## src/rtl/inside_run_detector.sv

```systemverilog
// Range-membership run detector: counts accepted codes inside [LO:HI] and raises
// a valid/ready event after RUN_LEN consecutive hits. Optional macro: INSIDE_RUN_OVERLAP_EN.
module inside_run_detector #(
  parameter int unsigned W       = 3,
  parameter int unsigned LO      = 4,
  parameter int unsigned HI      = 6,
  parameter int unsigned RUN_LEN = 3,
  parameter int unsigned CNT_W   = 8
) (
  input  logic             clk,
  input  logic             rst_n,
  input  logic             in_valid,
  output logic             in_ready,
  input  logic [W-1:0]     in_code,
  output logic             evt_valid,
  input  logic             evt_ready,
  output logic [CNT_W-1:0] evt_count,
  output logic [CNT_W-1:0] hit_total,
  output logic             busy
);

  typedef enum logic [1:0] {
    IDLE,
    RUN,
    HOLD
  } state_t;

  state_t             state_q, state_d;
  logic [CNT_W-1:0]   run_cnt_q, run_cnt_d;
  logic [CNT_W-1:0]   hit_total_q, hit_total_d;
  logic               evt_valid_q, evt_valid_d;
  logic [CNT_W-1:0]   evt_count_q, evt_count_d;

  logic               accept;
  logic               hit;
  logic [CNT_W-1:0]   run_cnt_inc;
  logic [CNT_W-1:0]   hit_total_inc;

  assign in_ready  = (state_q != HOLD);
  assign accept    = in_valid && in_ready;
  assign hit       = (in_code >= W'(LO)) && (in_code <= W'(HI));
  assign busy      = (run_cnt_q != '0) || (state_q == HOLD);
  assign evt_valid = evt_valid_q;
  assign evt_count = evt_count_q;
  assign hit_total = hit_total_q;

  always_comb begin
    state_d       = state_q;
    run_cnt_d     = run_cnt_q;
    hit_total_d   = hit_total_q;
    evt_valid_d   = evt_valid_q;
    evt_count_d   = evt_count_q;
    run_cnt_inc   = run_cnt_q + CNT_W'(1);
    // Saturate rather than wrap once the counter is all ones.
    hit_total_inc = (&hit_total_q) ? hit_total_q : hit_total_q + CNT_W'(1);

    unique case (state_q)
      IDLE, RUN: begin
        if (accept) begin
          if (hit) begin
            hit_total_d = hit_total_inc;
            run_cnt_d   = run_cnt_inc;
            if (run_cnt_inc == CNT_W'(RUN_LEN)) begin
              state_d     = HOLD;
              evt_valid_d = 1'b1;
              evt_count_d = hit_total_inc;
            end else begin
              state_d = RUN;
            end
          end else begin
            run_cnt_d = '0;
            state_d   = IDLE;
          end
        end
      end
      HOLD: begin
        if (evt_valid_q && evt_ready) begin
          evt_valid_d = 1'b0;
`ifdef INSIDE_RUN_OVERLAP_EN
          // Keep the last RUN_LEN-1 hits so the next hit can fire again.
          run_cnt_d = CNT_W'(RUN_LEN - 1);
          state_d   = (RUN_LEN == 1) ? IDLE : RUN;
`else
          run_cnt_d = '0;
          state_d   = IDLE;
`endif
        end
      end
      default: begin
        state_d = IDLE;
      end
    endcase
  end

  always_ff @(posedge clk or negedge rst_n) begin
    if (!rst_n) begin
      state_q     <= IDLE;
      run_cnt_q   <= '0;
      hit_total_q <= '0;
      evt_valid_q <= 1'b0;
      evt_count_q <= '0;
    end else begin
      state_q     <= state_d;
      run_cnt_q   <= run_cnt_d;
      hit_total_q <= hit_total_d;
      evt_valid_q <= evt_valid_d;
      evt_count_q <= evt_count_d;
    end
  end

endmodule

```

## config.mk

```make
export PLATFORM = sky130hd
export DESIGN_NAME = inside_run_detector
export DESIGN_NICKNAME = d
export VERILOG_FILES = /design/src/rtl/inside_run_detector.sv
export SDC_FILE = /design/constraint.sdc
export NUM_CORES = 1
export LEC_CHECK = 0
export CAP_MARGIN = 20
export CORE_ASPECT_RATIO = 0.8
export CORE_MARGIN = 1.5
export CORE_UTILIZATION = 27
export CTS_BUF_LIST = sky130_fd_sc_hd__clkbuf_16
export DETAILED_ROUTE_END_ITERATION = 6
export DONT_BUFFER_PORTS = 1
export GPL_TIMING_DRIVEN = 0
export PLACE_DENSITY = 0.49
export SLEW_MARGIN = 20
export SYNTH_ARGS = -nofsm -noshare
export SYNTH_HDL_FRONTEND = slang
export SYNTH_SLANG_ARGS = --single-unit
```

## constraint.sdc

```tcl
create_clock -name clk -period 1.85 [get_ports clk]
set_input_delay 0.185 -clock clk [delete_from_list [all_inputs] [get_ports clk]]
set_output_delay 0.185 -clock clk [all_outputs]
set_load 0.005 [all_outputs]
```

* After elaboration in Yosys (flattened, before gate mapping)
Cells that the tools add are included.
** Word-level totals
- Output and inout port bits :: 19
- Input port bits :: 7
- Register bits after elaboration :: 27
- Word-level logic and storage cells :: 46
** Operators by class
- Reductions and logical operators :: 14
- $lt $le $gt $ge :: 2
- Eq/ne operators :: 8
- Multiplexer cells :: 15
- $add $sub $neg :: 2
** Operators with widths (count)
- $mux 8 :: 4
- $add 8x1->8 const B :: 2
- $pmux 8 s2 :: 1
- $eq 8x2->1 const B :: 1
- $mux 2 :: 4
- $ne 2x2->1 const B :: 4
- $reduce_and 8->1 :: 1
- $reduce_bool 8->1 :: 1
- $reduce_and 3->1 :: 2
- $reduce_and 5->1 :: 1
- $mux 1 :: 4
- $pmux 2 s2 :: 1
- $reduce_and 4->1 :: 1
- $ge 3x3->1 const B :: 1
- $le 3x3->1 const B :: 1
- $logic_and 1x1->1 :: 3
- $eq 2x1->1 const B :: 1
- $eq 2x2->1 const B :: 1
- $logic_not 2->1 :: 1
- $ne 2x1->1 const B :: 1
- $pmux 1 s2 :: 1
- $reduce_and 2->1 :: 1
- $reduce_bool 2->1 :: 1
- $reduce_or 2->1 :: 1
- $logic_or 1x1->1 :: 1

* Logic depth before layout (Yosys ltp)
- Depth after elaboration :: 6
- Depth in mapped cells :: 7

* Worst setup path after synthesis
OpenSTA, ideal clock, no wires.
- Path type :: reg2reg
- From :: register hit_total_q[0] (netlist: hit_total[0])
- To :: register evt_count_q[2] (netlist: evt_count[2])
- Setup time :: 0.125 ns
- Data required time :: 1.725 ns
- Slack :: 0.123 ns
- Buffers on the path :: 1
- Arrival time :: 1.602 ns
- Clock period less this slack :: 1.727 ns
- Cell stages (with the launch flop) :: 8
- Path through :: dfrtp_1 ha_1 and3_1 clkbuf_1 nand3_1 nand3_1 o21a_1 mux2_2
** Between the ends
- Cells in the longest elaborated chain, start to end :: 2
** RTL lines
- from (decl) :: RTL line 30 : logic [CNT_W-1:0] hit_total_q, hit_total_d;
- from (signal assigned) :: RTL line 105 : hit_total_q <= hit_total_d;
- $add 8x1->8 or $reduce_and 8->1 (tied branches) :: RTL line 55 : hit_total_inc = (&hit_total_q) ? hit_total_q : hit_total_q + CNT_W'(1);
- $mux 8 (*) :: RTL line 55
- to (signal assigned) :: RTL line 107 : evt_count_q <= evt_count_d;
- to (decl) :: RTL line 32 : logic [CNT_W-1:0] evt_count_q, evt_count_d;
Mark *: on every way between the ends. The rest lies on a longest branch, timed or not.
A chain may end at the register's enable or synchronous reset.

* Final worst setup path
- From :: register run_cnt_q[0]
- To :: register evt_count_q[5] (netlist: evt_count[5])
** Between the ends
- Cells in the longest elaborated chain, start to end :: 3
** RTL lines
- from (decl) :: RTL line 29 : logic [CNT_W-1:0] run_cnt_q, run_cnt_d;
- from (signal assigned) :: RTL line 104 : run_cnt_q <= run_cnt_d;
- $add 8x1->8 :: RTL line 53 : run_cnt_inc = run_cnt_q + CNT_W'(1);
- $eq 8x2->1 :: RTL line 63 : if (run_cnt_inc == CNT_W'(RUN_LEN)) begin
- $reduce_and 4->1 (no line)
Every way passes these cells.

==> metrics.md <==
| Metric | Value |
|---|---|
| Status | finished, final reports clean |
| First-pass GRT wire length | 5.72 mm |
| Die width | 85.9 um |
| Dominant synthesized flop cell | dfrtp_1 |
| Clk slew on worst S/H paths | 60 ps |
| Final hold violation count | 0 |
| Ys Warns | 0 |
| Layout cell share with drive strength beyond 1 | 16.6% |
| Clk buf depth | 2 |
| PD cells | 1120 nW/um^2 |
| CTS tree | built |
| Grt ovf | 0 |
| Area delta synth->final | 15.5% |
| Via-to-Cell Ratio | 5.06 |
| Number of global-route vias before repair | 1106 |
| Total power | 0.00193 W |
| Routed WL | 3.43 mm |
| Delay-heaviest family, CP | simple AND/OR/NAND/NOR gates |
| Hold slack | 33.7 ps |
| Async SR Flop Fraction | 100% |
| Number of synthesized flops with an enable pin | 0 |
| Vias | 1139 |
| Nets | 175 |
| Final GP Congestion | 0.752 |
| Commonest cells in the netlist | nand2_1 (28), dfrtp_1 (27), o21ai_0 (18) |
| Syn_nets | 168 |
| Worst skew pair latency | 260 ps |
| Final Max Tran Viols | 0 |
| Worst slew pin tran | 756 ps |
| Max stage delay on crit path | 450 ps |
| Die Ht | 69.3 um |
| Final antenna-violating net count | 0 |
| Mean post-synth cell area | 9.45 sq um |
| Root buf cell | clkbuf_16 |
| # diodes | 0 |
| Post-Syn Area | 1480 sq um |
| Clock skew | 3.16 ps |
| CP Class | reg2reg |
| Maximum achievable frequency | 568 MHz |
| Register area share after synthesis | 45.5% |
| Min Tclk post-route | 1760 ps |
| CTS H-tree depth | 1 |
| Port buffer count | 0 |
| Die area | 5950 sq um |
| Starting density of the core | 28.8% |
| Fillers | 542 |
| Initial DRT Pass Iterations | 4 |
| CP Data Arrival Time | 1900 ps |
| I/O pin count | 26 |
| Leakage power figure | 0.761 nW |
| HPWL after DPL | 2.38 mm |
| Top-area cell type share of the netlist area | 45.5% |
| Netlist cell types | 34 |
| Yosys reg bits | 27 |
| Site Rows | 23 |
| 1st-iter DRT viols | 56 |
| Place WS | -87.7 ps |
| Setup Fix Bufs, Post-CTS | 0 |
| Worst Path Required | 1990 ps |
| DRC Markers | 0 |
| CTS sink cnt | 27 |
| HP Class | in2reg |
| Peak VDD IR | 0.406 mV |
| Final Worst Setup Slack | 90.8 ps |
| Max Cap Viol | 0 |
| GR Util All Layers | 12.1% |
| Relative slew margins | 49.4% |
| Crit-path slowest cell | dfrtp_2 |
| Routed wire length per instance | 15.2 um |
| Critical path launch point type | flip-flop |
| Endpoints failing setup | 0 |
| Critical path, cell by cell | nand3_1, o31ai_4, nand4_4, mux2_2 |
| Final period utilization | 95.1% |
| Setup TNS Final | 0 ps |
| Synth Instances | 157 |
| Core ar. | 5150 sq um |
| Initial antenna violation count | 0 |
| Top-count cell post-synth | nand2_1 |
| Largest net degree at the start of global routing | 28 |
| Buffers plus inverters on the worst setup path | 0 |
| Top cells by area, synth | dfrtp_1 (46%), nand2_1 (7.1%), o21ai_0 (6.1%), mux2i_1 (4.0%), ha_1 (3.4%) |
| Cts bufs inserted | 3 |
| Worst setup EP type | flip-flop |
| Yosys top cell by area | dfrtp_1 |
| Top fanout value on the critical path | 7 |
==> where the power goes <==
group          switching, W  leakage [nW]  internal, W
combinational      0.000227         0.374     0.000212
clock              0.000190        0.0423     0.000289
sequential         0.000242         0.345     0.000765
total              0.000659         0.761      0.00127
==> sequential cells by signal (all words and copies together), names as in the netlist <==
register and count:
run_cnt_q 8, state_q 2, hit_total 8, evt_valid 1, evt_count 8
==> worst paths after layout <==
kind | depth (start not counted) | from | slack [ps] | endpoint
setup / recovery | 4 | run_cnt_q[0] | 90 | evt_count[5]
min in group asynchronous | 2 | rst_n | 380 | evt_count[3]
max in group asynchronous | 2 | rst_n | 1290 | hit_total[0]
hold reg to reg | 1 | evt_count[1] | 530 | evt_count[1]
setup reg to reg | 4 | run_cnt_q[0] | 90 | evt_count[5]
hold / removal | 1 | in_valid | 30 | state_q[0]
==> cells by family after synthesis <==
kind of cell	Yosys count	share of synthesized area (%)
XOR/XNOR	7	4.64
multiplexers	10	7.08
AND/OR/NAND/NOR	64	21.8
AO/OA/AOI/OAI	33	13.9
flip-flops	27	45.5
buffers and inverters	12	3.63
adder cells (fa/ha/maj)	4	3.37
==> stage by stage <==
stage / instances / instance area [sq um] / utilization [%]
6_report: 225 / 1710 / 33.3
4_1_cts: 226 / 1690 / 32.9
5_1_grt: 225 / 1710 / 33.3
3_3_place_gp: 219 / 1560 / 30.3
2_1_floorplan: 157 / 1480 / -
3_5_place_dp: 219 / 1560 / 30.3
==> repair_timing <==
| item | in CTS | in global routing |
|---|---|---|
| cloned | 1 | 0 |
| hold buffers | 2 | 0 |
| gates resized for setup | 3 | 8 |
| pin swaps | 1 | 3 |
| setup endpoints to repair | 6 | 12 |
| hold endpoints to repair | 27 | 0 |
==> cells in the final DEF (no fill, tap or decap), drive strengths merged, types with 4 or more instances in the layout <==
master and n:
a31oi 5, and3 5, clkbuf 5, dfrtp 27
ha 4, inv 8, mux2 4, mux2i 6
nand2 28, nand3 10, nand4 7, nor2 6
o21ai 19, xnor2 4
==> metal layers <==
metal | GRT usage (%) | routed length [um] | vias to the layer above
met2 | 19.0 | 1530 | 22
li1 | - | - | 563
met4 | 2.69 | 29 | 0
met1 | 16.7 | 1760 | 552
met5 | 0 | 0 | -
met3 | 3.33 | 109 | 2
==> layout make-up <==
| class | count | area, sq um | area share (%) |
|---|---|---|---|
| Multi-Input combinational cell | 119 | 796 | 46.4 |
| Sequential cell | 27 | 679 | 39.6 |
| Tap cell | 62 | 77.6 | 4.53 |
| Clock buffer | 3 | 75.1 | 4.38 |
| Timing Repair Buffer | 2 | 30.0 | 1.75 |
| Buffer | 4 | 26.3 | 1.53 |
| Inverter | 7 | 26.3 | 1.53 |
| Clock inverter | 1 | 3.75 | 0.219 |
(Power assumes the default switching activity.)
